File: src/rtl/ppm_decoder_if.sv
// rtl/ppm_decoder_if.sv - decoded-frame output bundle of the PPM decoder
interface ppm_decoder_if #(
    parameter int FRAME_BITS = 8
);
    logic [FRAME_BITS-1:0] data_out;
    logic                  data_valid;
    logic                  err_none;
    logic                  err_multi;

    // Decoder side drives the frame results
    modport master (
        output data_out,
        output data_valid,
        output err_none,
        output err_multi
    );

    // Consumer side (register block / loopback checker)
    modport slave (
        input data_out,
        input data_valid,
        input err_none,
        input err_multi
    );
endinterface

File: src/rtl/ppm_decoder.sv
// rtl/ppm_decoder.sv - one-pulse-per-frame PPM receiver with frame-sync alignment
module ppm_decoder #(
    parameter int FRAME_BITS  = 8,
    parameter int SYNC_STAGES = 2,
    parameter int PIPE_DELAY  = 3
) (
    input  logic               clk,
    input  logic               rst,
    input  logic               ppm_in,
    input  logic               frame_sync,
    ppm_decoder_if.master      out_if,
    output logic               locked,
    output logic               sync_slip
);

    typedef enum logic [1:0] {
        ST_UNLOCKED = 2'd0,
        ST_ARMING   = 2'd1,
        ST_LOCKED   = 2'd2
    } state_t;

    localparam logic [FRAME_BITS-1:0] ADJ_FIRST = '0;
    localparam logic [FRAME_BITS-1:0] ADJ_LAST  = '1;
    localparam logic [FRAME_BITS-1:0] PIPE_OFS  = FRAME_BITS'(PIPE_DELAY);
    localparam logic [FRAME_BITS-1:0] CNT_ONE   = FRAME_BITS'(1);

    state_t                  state_q, state_d;
    logic [FRAME_BITS-1:0]   cnt_q, cnt_d;
    logic [SYNC_STAGES-1:0]  sync_q, sync_d;
    logic                    last_q, last_d;
    logic [1:0]              pulse_cnt_q, pulse_cnt_d;
    logic [FRAME_BITS-1:0]   pos_q, pos_d;
    logic [FRAME_BITS-1:0]   data_out_q, data_out_d;
    logic                    data_valid_q, data_valid_d;
    logic                    err_none_q, err_none_d;
    logic                    err_multi_q, err_multi_d;
    logic                    locked_q, locked_d;
    logic                    sync_slip_q, sync_slip_d;

    logic                    pulse_event;
    logic [FRAME_BITS-1:0]   adj;
    logic                    slip;
    logic                    accumulate;
    logic                    frame_end;
    logic [1:0]              acc_cnt;
    logic [FRAME_BITS-1:0]   acc_pos;

    // Next-state logic: synchronizer, frame counter, alignment FSM, accumulation and frame results
    always_comb begin
        // Rising edge at the synchronizer output; a stuck-high input yields one event
        pulse_event = sync_q[SYNC_STAGES-1] & ~last_q;
        // Encoder position the event in this cycle corresponds to
        adj         = cnt_q - PIPE_OFS;

        sync_d = {sync_q[SYNC_STAGES-2:0], ppm_in};
        last_d = sync_q[SYNC_STAGES-1];

        // frame_sync marks encoder counter 0, so our counter becomes 1 next cycle
        cnt_d = frame_sync ? CNT_ONE : cnt_q + CNT_ONE;

        // A sync that lands where the counter is already 0 is in phase and changes nothing
        slip = frame_sync && (cnt_q != '0) && (state_q != ST_UNLOCKED);

        // The ARMING cycle with adj==0 is the first cycle of the first locked frame
        accumulate = !slip && ((state_q == ST_LOCKED) ||
                               ((state_q == ST_ARMING) && (adj == ADJ_FIRST)));
        frame_end  = !slip && (state_q == ST_LOCKED) && (adj == ADJ_LAST);

        // Fold this cycle's event into the running count (saturating at 2) and first position
        acc_cnt = pulse_cnt_q;
        acc_pos = pos_q;
        if (accumulate && pulse_event) begin
            if (pulse_cnt_q == 2'd0) begin
                acc_pos = adj;
            end
            if (pulse_cnt_q != 2'd2) begin
                acc_cnt = pulse_cnt_q + 2'd1;
            end
        end

        state_d      = state_q;
        pulse_cnt_d  = pulse_cnt_q;
        pos_d        = pos_q;
        data_out_d   = data_out_q;
        data_valid_d = 1'b0;
        err_none_d   = 1'b0;
        err_multi_d  = 1'b0;
        sync_slip_d  = slip;

        case (state_q)
            ST_UNLOCKED: begin
                if (frame_sync) begin
                    state_d     = ST_ARMING;
                    pulse_cnt_d = 2'd0;
                end
            end
            ST_ARMING: begin
                if (slip) begin
                    pulse_cnt_d = 2'd0;
                end else if (adj == ADJ_FIRST) begin
                    state_d = ST_LOCKED;
                end
            end
            ST_LOCKED: begin
                if (slip) begin
                    state_d     = ST_ARMING;
                    pulse_cnt_d = 2'd0;
                end
            end
            default: begin
                state_d     = ST_UNLOCKED;
                pulse_cnt_d = 2'd0;
            end
        endcase

        if (accumulate) begin
            pulse_cnt_d = acc_cnt;
            pos_d       = acc_pos;
        end

        // Publish the frame and restart accumulation with no gap to the next frame
        if (frame_end) begin
            data_valid_d = 1'b1;
            err_none_d   = (acc_cnt == 2'd0);
            err_multi_d  = (acc_cnt == 2'd2);
            if (acc_cnt != 2'd0) begin
                data_out_d = acc_pos;
            end
            pulse_cnt_d = 2'd0;
        end

        locked_d = (state_d == ST_LOCKED);
    end

    // State and registered outputs; reset wins over every other input
    always_ff @(posedge clk) begin
        if (rst) begin
            state_q      <= ST_UNLOCKED;
            cnt_q        <= '0;
            sync_q       <= '0;
            last_q       <= 1'b0;
            pulse_cnt_q  <= 2'd0;
            pos_q        <= '0;
            data_out_q   <= '0;
            data_valid_q <= 1'b0;
            err_none_q   <= 1'b0;
            err_multi_q  <= 1'b0;
            locked_q     <= 1'b0;
            sync_slip_q  <= 1'b0;
        end else begin
            state_q      <= state_d;
            cnt_q        <= cnt_d;
            sync_q       <= sync_d;
            last_q       <= last_d;
            pulse_cnt_q  <= pulse_cnt_d;
            pos_q        <= pos_d;
            data_out_q   <= data_out_d;
            data_valid_q <= data_valid_d;
            err_none_q   <= err_none_d;
            err_multi_q  <= err_multi_d;
            locked_q     <= locked_d;
            sync_slip_q  <= sync_slip_d;
        end
    end

    assign out_if.data_out   = data_out_q;
    assign out_if.data_valid = data_valid_q;
    assign out_if.err_none   = err_none_q;
    assign out_if.err_multi  = err_multi_q;
    assign locked            = locked_q;
    assign sync_slip         = sync_slip_q;

endmodule
File: src/flat_wrapper.sv
// flat-port wrapper written by rule: the top's interface ports become plain ports
module ppm_decoder_flat 
#(
    parameter int FRAME_BITS  = 8,
    parameter int SYNC_STAGES = 2,
    parameter int PIPE_DELAY  = 3
)
  (clk, rst, ppm_in, frame_sync, locked, sync_slip, out_if_data_out, out_if_data_valid, out_if_err_none, out_if_err_multi);
  ppm_decoder_if #(.FRAME_BITS(FRAME_BITS)) out_if_i ();
  input  logic clk;
  input  logic rst;
  input  logic ppm_in;
  input  logic frame_sync;
  output logic locked;
  output logic sync_slip;
  output wire logic [$bits(out_if_i.data_out)-1:0] out_if_data_out;
  output wire logic [$bits(out_if_i.data_valid)-1:0] out_if_data_valid;
  output wire logic [$bits(out_if_i.err_none)-1:0] out_if_err_none;
  output wire logic [$bits(out_if_i.err_multi)-1:0] out_if_err_multi;
  assign out_if_data_out = out_if_i.data_out;
  assign out_if_data_valid = out_if_i.data_valid;
  assign out_if_err_none = out_if_i.err_none;
  assign out_if_err_multi = out_if_i.err_multi;
  ppm_decoder #(.FRAME_BITS(FRAME_BITS), .SYNC_STAGES(SYNC_STAGES), .PIPE_DELAY(PIPE_DELAY)) u_core (.clk(clk), .rst(rst), .ppm_in(ppm_in), .frame_sync(frame_sync), .out_if(out_if_i), .locked(locked), .sync_slip(sync_slip));
endmodule
File: config.mk
export PLATFORM = sky130hd
export DESIGN_NAME = ppm_decoder_flat
export DESIGN_NICKNAME = d
export VERILOG_FILES = /design/src/rtl/ppm_decoder_if.sv /design/src/rtl/ppm_decoder.sv /design/src/flat_wrapper.sv
export SDC_FILE = /design/constraint.sdc
export NUM_CORES = 1
export LEC_CHECK = 0
export ABC_AREA = 1
export ABC_CLOCK_PERIOD_IN_PS = 2300
export CAP_MARGIN = 10
export CORE_MARGIN = 2
export CORE_UTILIZATION = 30
export CTS_CLUSTER_SIZE = 30
export DETAILED_ROUTE_END_ITERATION = 12
export GPL_TIMING_DRIVEN = 0
export SLEW_MARGIN = 10
export SYNTH_ARGS = -nofsm -noshare
export SYNTH_HDL_FRONTEND = slang
export SYNTH_SLANG_ARGS = --single-unit
File: constraint.sdc
create_clock -name clk -period 2.3 [get_ports clk]
set_input_delay 0.46 -clock clk [delete_from_list [all_inputs] [get_ports clk]]
set_output_delay 0.46 -clock clk [all_outputs]
set_load 0.01 [all_outputs]
* Yosys cells after proc, flatten, opt, wreduce, memory -nomap -nowiden
Cells that the tools add are included.
** Storage, ports and cells
- Flip-flop bits (word level) :: 36
- Input port bits :: 4
- Output and inout port bits :: 13
- Logic and storage cells :: 64
** Cells by class
- Add/sub/neg operators :: 3
- Equal/unequal tests :: 8
- Multiplexer cells :: 15
- Bitwise operators :: 3
- Reduce and logical (&&, ||, !) cells :: 22
** Operators by type and width (number)
- $mux W2 :: 9
- $mux W8 :: 2
- $add A8 B1 Y8 const B :: 1
- $eq A8 B8 Y1 const B :: 1
- $logic_not A8 Y1 :: 1
- $reduce_bool A8 Y1 :: 1
- $reduce_or A2 Y1 :: 4
- $sub A8 B2 Y8 const B :: 1
- $logic_and A1 B1 Y1 :: 7
- $eq A2 B2 Y1 const B :: 3
- $logic_not A2 Y1 :: 3
- $pmux W2 S3 :: 1
- $pmux W2 S2 :: 1
- $reduce_and A2 Y1 :: 2
- $reduce_bool A2 Y1 :: 2
- $ne A3 B1 Y1 const B :: 1
- $ne A3 B2 Y1 const B :: 1
- $add A2 B1 Y2 const B :: 1
- $eq A2 B1 Y1 const B :: 1
- $mux W1 :: 2
- $ne A2 B2 Y1 const B :: 1
- $not A1 Y1 :: 2
- $and A1 B1 Y1 :: 1
- $logic_not A1 Y1 :: 1
- $logic_or A1 B1 Y1 :: 1

* Depth between registers and ports, before layout
Gate-level depths: netlist of run 1.
- Depth after elaboration :: 9
- Mapped depth :: 17
- Gate-level depth less buffers :: 16

* Worst setup path after synthesis of run 1
OpenSTA, ideal clock, no wires.
- Path kind :: flip-flop to flip-flop
- Start :: reg u_core.state_q[0]
- End :: reg u_core.data_out_q[0], in the netlist u_core.out_if.data_out[0]
- Library setup time :: 113 ps
- Arrival :: 1814 ps
- Required time :: 2187 ps
- Setup slack :: 373 ps
- Stages on the path, launching flop included :: 16
- Path buffers :: 1
- Period minus slack after synthesis :: 1927 ps
- Path through :: dfxtp_1 -> inv_1 -> ha_1 -> nor2_1 -> o21ai_4 -> nand3_2 -> nor2_2 -> nand2_2 -> nand2_4 -> nand2_4 -> nand2_1 -> nand2_2 -> nand2_4 -> buf_12 -> a21oi_2 -> nor2_1
** Between the ends
- Cells in the longest elaborated chain, start to end :: 8
- Elaborated cells between the ends (all ways) :: 15
- Those cells by class :: 2 x eq/ne; 2 x mux; 11 x reduce/logical
** Ends and longest elaborated chain
- start, declared :: line ppm_decoder.sv:27 : state_t state_q, state_d;
- start signal, assigned :: line ppm_decoder.sv:151 : state_q <= state_d;
- $eq A2 B1 Y1 / $reduce_bool A2 Y1 (equally long branches) :: line ppm_decoder.sv:66, ppm_decoder.sv:62
- $logic_and A1 B1 Y1 (on tied branches) :: line ppm_decoder.sv:66, ppm_decoder.sv:62
- $logic_or A1 B1 Y1 / $logic_not A1 Y1 (equally long branches) :: line ppm_decoder.sv:65, ppm_decoder.sv:67
- $logic_and A1 B1 Y1 :: line ppm_decoder.sv:65 : accumulate = !slip && ((state_q == ST_LOCKED) ||
- $logic_and A1 B1 Y1 :: line ppm_decoder.sv:72 : if (accumulate && pulse_event) begin
- $mux W2 :: line ppm_decoder.sv:72
- $reduce_bool A2 Y1 :: line ppm_decoder.sv:126 : if (acc_cnt != 2'd0) begin
- $reduce_and A2 Y1 (no line)
- end signal, assigned :: line ppm_decoder.sv:157 : data_out_q <= data_out_d;
- end, declared :: line ppm_decoder.sv:33 : logic [FRAME_BITS-1:0] data_out_q, data_out_d;
Parallel ways exist; a longest one is shown, timed or not.
A chain may end at the register's enable or synchronous reset.

* Final worst setup path of run 1
- Start :: in frame_sync
- End :: reg u_core.pulse_cnt_q[0]
** Between the ends
- Cells in the longest elaborated chain, start to end :: 7
- Elaborated cells between the ends (all ways) :: 13
- Those cells by class :: 2 x eq/ne; 2 x mux; 9 x reduce/logical
** Ends and longest elaborated chain
- start, declared :: line flat_wrapper.sv:13 : input logic frame_sync;
- $logic_and A1 B1 Y1 (2 in series) :: line ppm_decoder.sv:62 : slip = frame_sync && (cnt_q != '0) && (state_q != ST_UNLOCKED);
- $logic_not A1 Y1 :: line ppm_decoder.sv:65, ppm_decoder.sv:67
- $logic_and A1 B1 Y1 :: line ppm_decoder.sv:65
- $logic_and A1 B1 Y1 :: line ppm_decoder.sv:72
- $mux W2 :: line ppm_decoder.sv:72
- $mux W2 :: line ppm_decoder.sv:116 : if (accumulate) begin
- end signal, assigned :: line ppm_decoder.sv:155 : pulse_cnt_q <= pulse_cnt_d;
- end, declared :: line ppm_decoder.sv:31 : logic [1:0] pulse_cnt_q, pulse_cnt_d;
Parallel ways exist; a longest one is shown, timed or not.

==> reports/qor.csv, run 1 <==
metric;value;unit
boundary pin count;17;
Final GP Congestion;0.841;
commonest non-fill, non-tap cell in the layout;nand2_1;
Compound-Gate Fraction of Synth Area;10.4;%
CP max FO;10;
I/O Buffers;15;
Buf+Inv Stages, Crit Path;4;
area leader, netlist;dfxtp_1;
Global Route Usage Sum;12.2;%
initial antenna violation count;0;
Critical-path top delay cell;clkdlybuf4s50_1;
CP delay by family, top;buffers and inverters;
main combinational cell family by area after synthesis;simple AND/OR/NAND/NOR gates;
Worst Setup Start Kind;input port;
final hold viol count;0;
number of diodes;0;
CTS tree;yes;
non-filler cells, final;380;
Post-CTS Hold Fix Bufs;0;
Routed WL;4.19;mm
number of global-route vias before repair;1604;
share of post-route cells with drive strength above 1;20.8;%
largest net degree at the start of global routing;12;
CP Class;in2reg;
outcome;finished clean;
CTS H-tree lvls;2;
Vias;1750;
main area contributors after synthesis;dfxtp_1 (37%), nand2_1 (12%), nor2_1 (7.3%);
min-delay worst type;reg2reg;
final setup fails;0;
Worst setup EP type;flop;
Worst-path clk slew;70;ps
commonest non-fill, non-tap cells in the layout;nand2_1 (61), nor2_1 (37), dfxtp_1 (31);
power after layout;0.00129;W
number of synthesized flops with an enable pin;0;
Filler cells;632;
Rel. slew slack;64.8;%
final net count;315;
Sink Count;36;
Final Max Tran Viols;0;
crit-path cells;clkdlybuf4s50_1 > inv_1 > nor2_2 > o21ai_4 > buf_4 > nand2_2 > nand2_4 > buf_2 > nor3_1 > nand2_1 > a21oi_1;
Worst Skew;12.7;ps
first-pass GRT wire length;7.11;mm
Core ar.;6350;µm²
Core Rows;29;
DRT Pass-1 Iters;5;
share of synthesized cell area in full adder, half adder and majority cells;5.75;%
total power per unit cell area;527;nW/µm²
Post-Synth Simple-Gate Area;36.6;%
Final period util;97.0;%
XOR/XNOR share of the synthesized area;0.894;%
Die Ht;84.8;µm
syn_nets;285;
cells after synthesis;272;
Tmin final;2230;ps
die width;84.8;µm
Synth cell types;32;
Max Fclk;448;MHz
Critical Path RT;2520;ps
Top FF cell, synth;dfxtp_1;
Syn Std Cell Area;1960;µm²
DP Wirelength;2.93;mm
Placed Cells;364;
Detail Route Antenna Nets;0;
GRT Residual Overflow;0;
Vias per Instance;4.61;
1st-iter DRT viols;81;
Post-synth ARST share;0;%
wire length per cell;11.0;µm
CTS root buffer;clkbuf_8;
Seq/Total Area, Yosys;36.8;%
Starting Density;30.9;%
area added between synthesis and finish;25.1;%
delay of the slowest cell on the worst path;500;ps
Mapped Avg Cell Area;7.20;µm²
Yosys reg bits;36;
static leakage;1.02;nW
maximum buffer depth of the clock tree;2;
Synth warnings;0;
share of the synthesized area in the top cell type;36.8;%
Max VDD drop;0.000306;V
DRC errors left;0;
DIE AREA;7190;µm²
total CTS buffers;5;
mux cell area share after synthesis;0;%
Crit path arrival time;2450;ps
Clock Latency Late Sink;300;ps
max cap viols;0;
Worst-Margin Slew;528;ps
worst reg2reg max path: cells and delay by family, from the launching register on:
family          cells  cell delay (ps)
simple gates        5              820
buf+inv             3              420
flops               1              380
fa+ha+maj           1              250
compound gates      2              240
metal layers:
metal,global-route usage [%],share of wire [%],vias up
li1,-,-,923
met1,16.4,52,791
met2,18.8,43,31
met3,3.21,3.9,5
met4,4.47,1.3,0
met5,0,0,-
cell type report:
type                            count  area, µm²  share of cell area, %
Multi-Input combinational cell    193       1090                   44.5
Tap cell                           77       96.3                   3.93
Clock inverter                      2       35.0                   1.43
Inverter                           36        135                   5.51
Clock buffer                        6       72.6                   2.96
Timing Repair Buffer               23        240                   9.80
Sequential cell                    36        729                   29.8
Buffer                              7       52.6                   2.14
final timing paths:
check / startpoint / endpoint / depth (start not counted) / slack [ps]
setup reg to reg: u_core.state_q[0] / u_core.pulse_cnt_q[0] / 11 / 100
setup / recovery: frame_sync / u_core.pulse_cnt_q[0] / 11 / 70
hold / removal: u_core.sync_q[0] / u_core.sync_q[1] / 2 / 410
hold reg to reg: u_core.sync_q[0] / u_core.sync_q[1] / 2 / 410
power by group:
| group | total [W] | internal (W) | switching, W |
|---|---|---|---|
| Clock | 0.000568 | 0.000322 | 0.000246 |
| Combinational | 0.0000866 | 0.0000313 | 0.0000553 |
| Sequential | 0.000638 | 0.000630 | 0.00000798 |
registers in the layout (all words and copies together) (netlist names):
name / cells
u_core.pos_q: 8
u_core.last_q: 1
u_core.out_if.err_none: 1
u_core.locked: 1
u_core.out_if.data_out: 8
u_core.sync_slip: 1
u_core.sync_q: 2
u_core.pulse_cnt_q: 2
u_core.out_if.data_valid: 1
u_core.out_if.err_multi: 1
u_core.cnt_q: 8
u_core.state_q: 2
logic make-up (layout without fill, tap and decap cells):
logic type	Yosys count	in the layout
adder cells (fa/ha/maj)	9	9
XOR/XNOR	2	2
buffers and inverters	43	74
flip-flops	36	36
AO/OA/AOI/OAI	31	31
AND/OR/NAND/NOR	151	151
through the flow:
| step | TNS [ps] | instance area [µm²] | hold WS, ps | setup slack [ps] | utilization (%) |
|---|---|---|---|---|---|
| after floorplan | 0 | 1960 | 388 | 373 | - |
| after global placement | -1790 | 2210 | 395 | -180 | 34.7 |
| after detailed placement | -1780 | 2210 | 400 | -176 | 34.7 |
| after CTS | 0 | 2310 | 413 | 60.6 | 36.4 |
| after global routing | -19.9 | 2450 | 450 | -16.8 | 38.6 |
| final | 0 | 2450 | 410 | 69.7 | 38.6 |
synthesized netlist by cell type (3+ instances only):
cell type / count
a21oi_1: 9
a21oi_2: 8
dfxtp_1: 36
ha_1: 9
inv_1: 31
inv_2: 4
nand2_1: 62
nand2_2: 7
nand2_4: 3
nand3_1: 21
nand3_2: 3
nand4_1: 5
nor2_1: 38
nor3_1: 3
o21ai_0: 10
timing repair:
action	4_1_cts	5_1_grt
resized for setup	0	16
buffers inserted	0	7
setup endpoints to repair	0	12
(Power assumes the default switching activity.)
==> run 2: changes to the inputs <==
- CTS_CLUSTER_SIZE: 30 -> unset
==> results of run 2 <==
Same layout as run 1: the final DEF is identical, and so are final timing and power.
==> run 3: changes to the inputs <==
- GPL_TIMING_DRIVEN: 0 -> unset
==> run 3 against run 2 <==
Sequential share of layout area up 0.34 points. Clock skew fell by 9.6 ps. Via count decreased by 2.1%. Die area did not move. Routed wire length shrank 3.6%. Flip-flop and latch count unchanged. Clock power shrank 2%. Setup slack better by 100 ps. Largest cell class unchanged.
==> reports/qor.csv, run 3 (synthesis results as in run 1) <==
metric;value;unit;change
CP Class;reg2reg;;
initial antenna violation count;0;;unchanged
dpl cell area;2240;µm²;+1.7%
Worst-Margin Slew;524;ps;-3.94 ps
unrepaired setup endpoints after global routing;no;;
Buf+Inv Stages, Crit Path;2;;-2
Detail Route Antenna Nets;0;;unchanged
largest net degree at the start of global routing;19;;+7
worst hold slack;409;ps;-0.782 ps
final setup fails;0;;unchanged
end-of-flow core utilization;38.0;%;-0.63 points
final hold viol count;0;;unchanged
WHS Path Cells;2;;unchanged
Critical-path top delay cell;dfxtp_1;;
Routed WL;4.04;mm;-3.6%
DIE AREA;7190;µm²;unchanged
Worst Skew;3.05;ps;-9.63 ps
Global Route Usage Sum;12.0;%;-0.19 points
boundary pin count;17;;unchanged
1st-iter DRT viols;73;;-9.9%
Final GP Congestion;0.781;;-7.1%
area added between synthesis and finish;23.1;%;
Final Max Tran Viols;0;;unchanged
DRC errors left;0;;unchanged
Clock Latency Late Sink;290;ps;about the same
Critical Path Stages;13;;+2
Final period util;92.5;%;-4.5 points
post-route cell area;2410;µm²;-1.6%
outcome;finished clean;;
CP max FO;16;;+6
worst-case reg-to-reg path depth;13;;+2
final net count;315;;unchanged
first-pass GRT wire length;7.02;mm;-1.2%
Tmin final;2130;ps;-103 ps
commonest non-fill, non-tap cells in the layout;nand2_1 (62), nor2_1 (38), dfxtp_1 (34);;
Place WS;-26.3;ps;+149 ps
delay of the slowest cell on the worst path;420;ps;-80 ps
CP delay by family, top;simple AND/OR/NAND/NOR gates;;
max cap viols;0;;unchanged
static leakage;1.04;nW;+1.3%
post-route worst setup slack;172;ps;+103 ps
I/O Buffers;16;;+1
wire length per cell;10.6;µm;-3.6%
share of post-route cells with drive strength above 1;19.1;%;-1.7 points
number of global-route vias before repair;1651;;+2.9%
Max Fclk;470;MHz;+4.8%
GRT Residual Overflow;0;;unchanged
Worst setup EP type;flop;;
crit-path cells;inv_1 > ha_1 > nor2_1 > o21ai_4 > buf_4 > nand2_2 > nand2_4 > nand3_1 > nand2_2 > nand2_8 > nand3_1 > nand2_1 > nor2_1;;
Sink Count;36;;unchanged
Critical Path RT;2490;ps;-30 ps
maximum buffer depth of the clock tree;2;;unchanged
Post-CTS Hold Fix Bufs;0;;unchanged
Core ar.;6350;µm²;unchanged
Starting Density;30.9;%;unchanged
commonest non-fill, non-tap cell in the layout;nand2_1;;
Vias;1714;;-2.1%
Crit path arrival time;2320;ps;-130 ps
total CTS buffers;5;;unchanged
Final TNS setup;0;ps;unchanged
CTS H-tree lvls;2;;unchanged
Rel. slew slack;65.0;%;+0.13 points
Worst Setup Start Kind;flop;;
die width;84.8;µm;unchanged
DP Wirelength;3.01;mm;+2.8%
Core Rows;29;;unchanged
min-delay worst type;reg2reg;;
CTS tree;yes;;
Vias per Instance;4.51;;-2.1%
total power per unit cell area;531;nW/µm²;+0.59%
Worst-path clk slew;70;ps;about the same
DRT Pass-1 Iters;4;;-1
Max VDD drop;0.000397;V;+30%
CTS root buffer;clkbuf_8;;
number of diodes;0;;unchanged
Die Ht;84.8;µm;unchanged
-- run 3: cell types whose count changed in the layout (fill, tap and decap cells not counted), sizes merged --
| cell | change |
|---|---|
| buf | +1 |
| nand2 | +1 |
| clkbuf | -4 |
| clkdlybuf4s50 | +1 |
| clkinvlp | +1 |
-- run 3: final timing paths --
check	slack [ps]	to	from
worst max-delay path	170	u_core.out_if.data_out[7]	u_core.state_q[0]
worst min-delay path	410	u_core.sync_q[1]	u_core.sync_q[0]
worst max register to register	170	u_core.out_if.data_out[7]	u_core.state_q[0]
worst min register to register	410	u_core.sync_q[1]	u_core.sync_q[0]
-- run 3: power by group --
group / total (W) / leakage, nW / internal [W] / switching, W
Combinational: 0.0000880 / 0.690 / 0.0000351 / 0.0000529
Sequential: 0.000636 / 0.292 / 0.000629 / 0.00000617
Clock: 0.000555 / 0.0541 / 0.000321 / 0.000235
Total: 0.00128 / 1.04 / 0.000985 / 0.000294
-- run 3: tightest hold or removal path: stages, from the launching register on --
cell,delay (ps)
dfxtp_1,300
inv_1,40
nor2_1,30
-- run 3: timing repair --
item                                    CTS  global route
endpoints found under the setup margin    0             9
endpoints found under the hold margin     0             0
setup buffers                             0             4
gates resized for setup                   0             6
-- run 3: stage by stage --
| step | total power [W] | cells |
|---|---|---|
| after floorplan | 0.000708 | 272 |
| after global placement | 0.000736 | 367 |
| after detailed placement | 0.000736 | 367 |
| after CTS | 0.00130 | 375 |
| after global routing | 0.00134 | 380 |
| final | 0.00128 | 380 |
-- run 3: final cells by class --
class,count,area (µm²)
fillers,636,3940
multi-input cells,194,1070
flip-flops and latches,36,726
repair buffers,29,270
inverters,36,135
well taps,77,96.3
clock buffers,5,68.8
clock inverters,3,42.5
-- run 3: metal layers --
metal / routed length, µm / track usage [%]
met4: 110 / 5.63
met3: 154 / 3.21
met1: 2030 / 14.8
met5: 0 / 0
met2: 1750 / 19.5
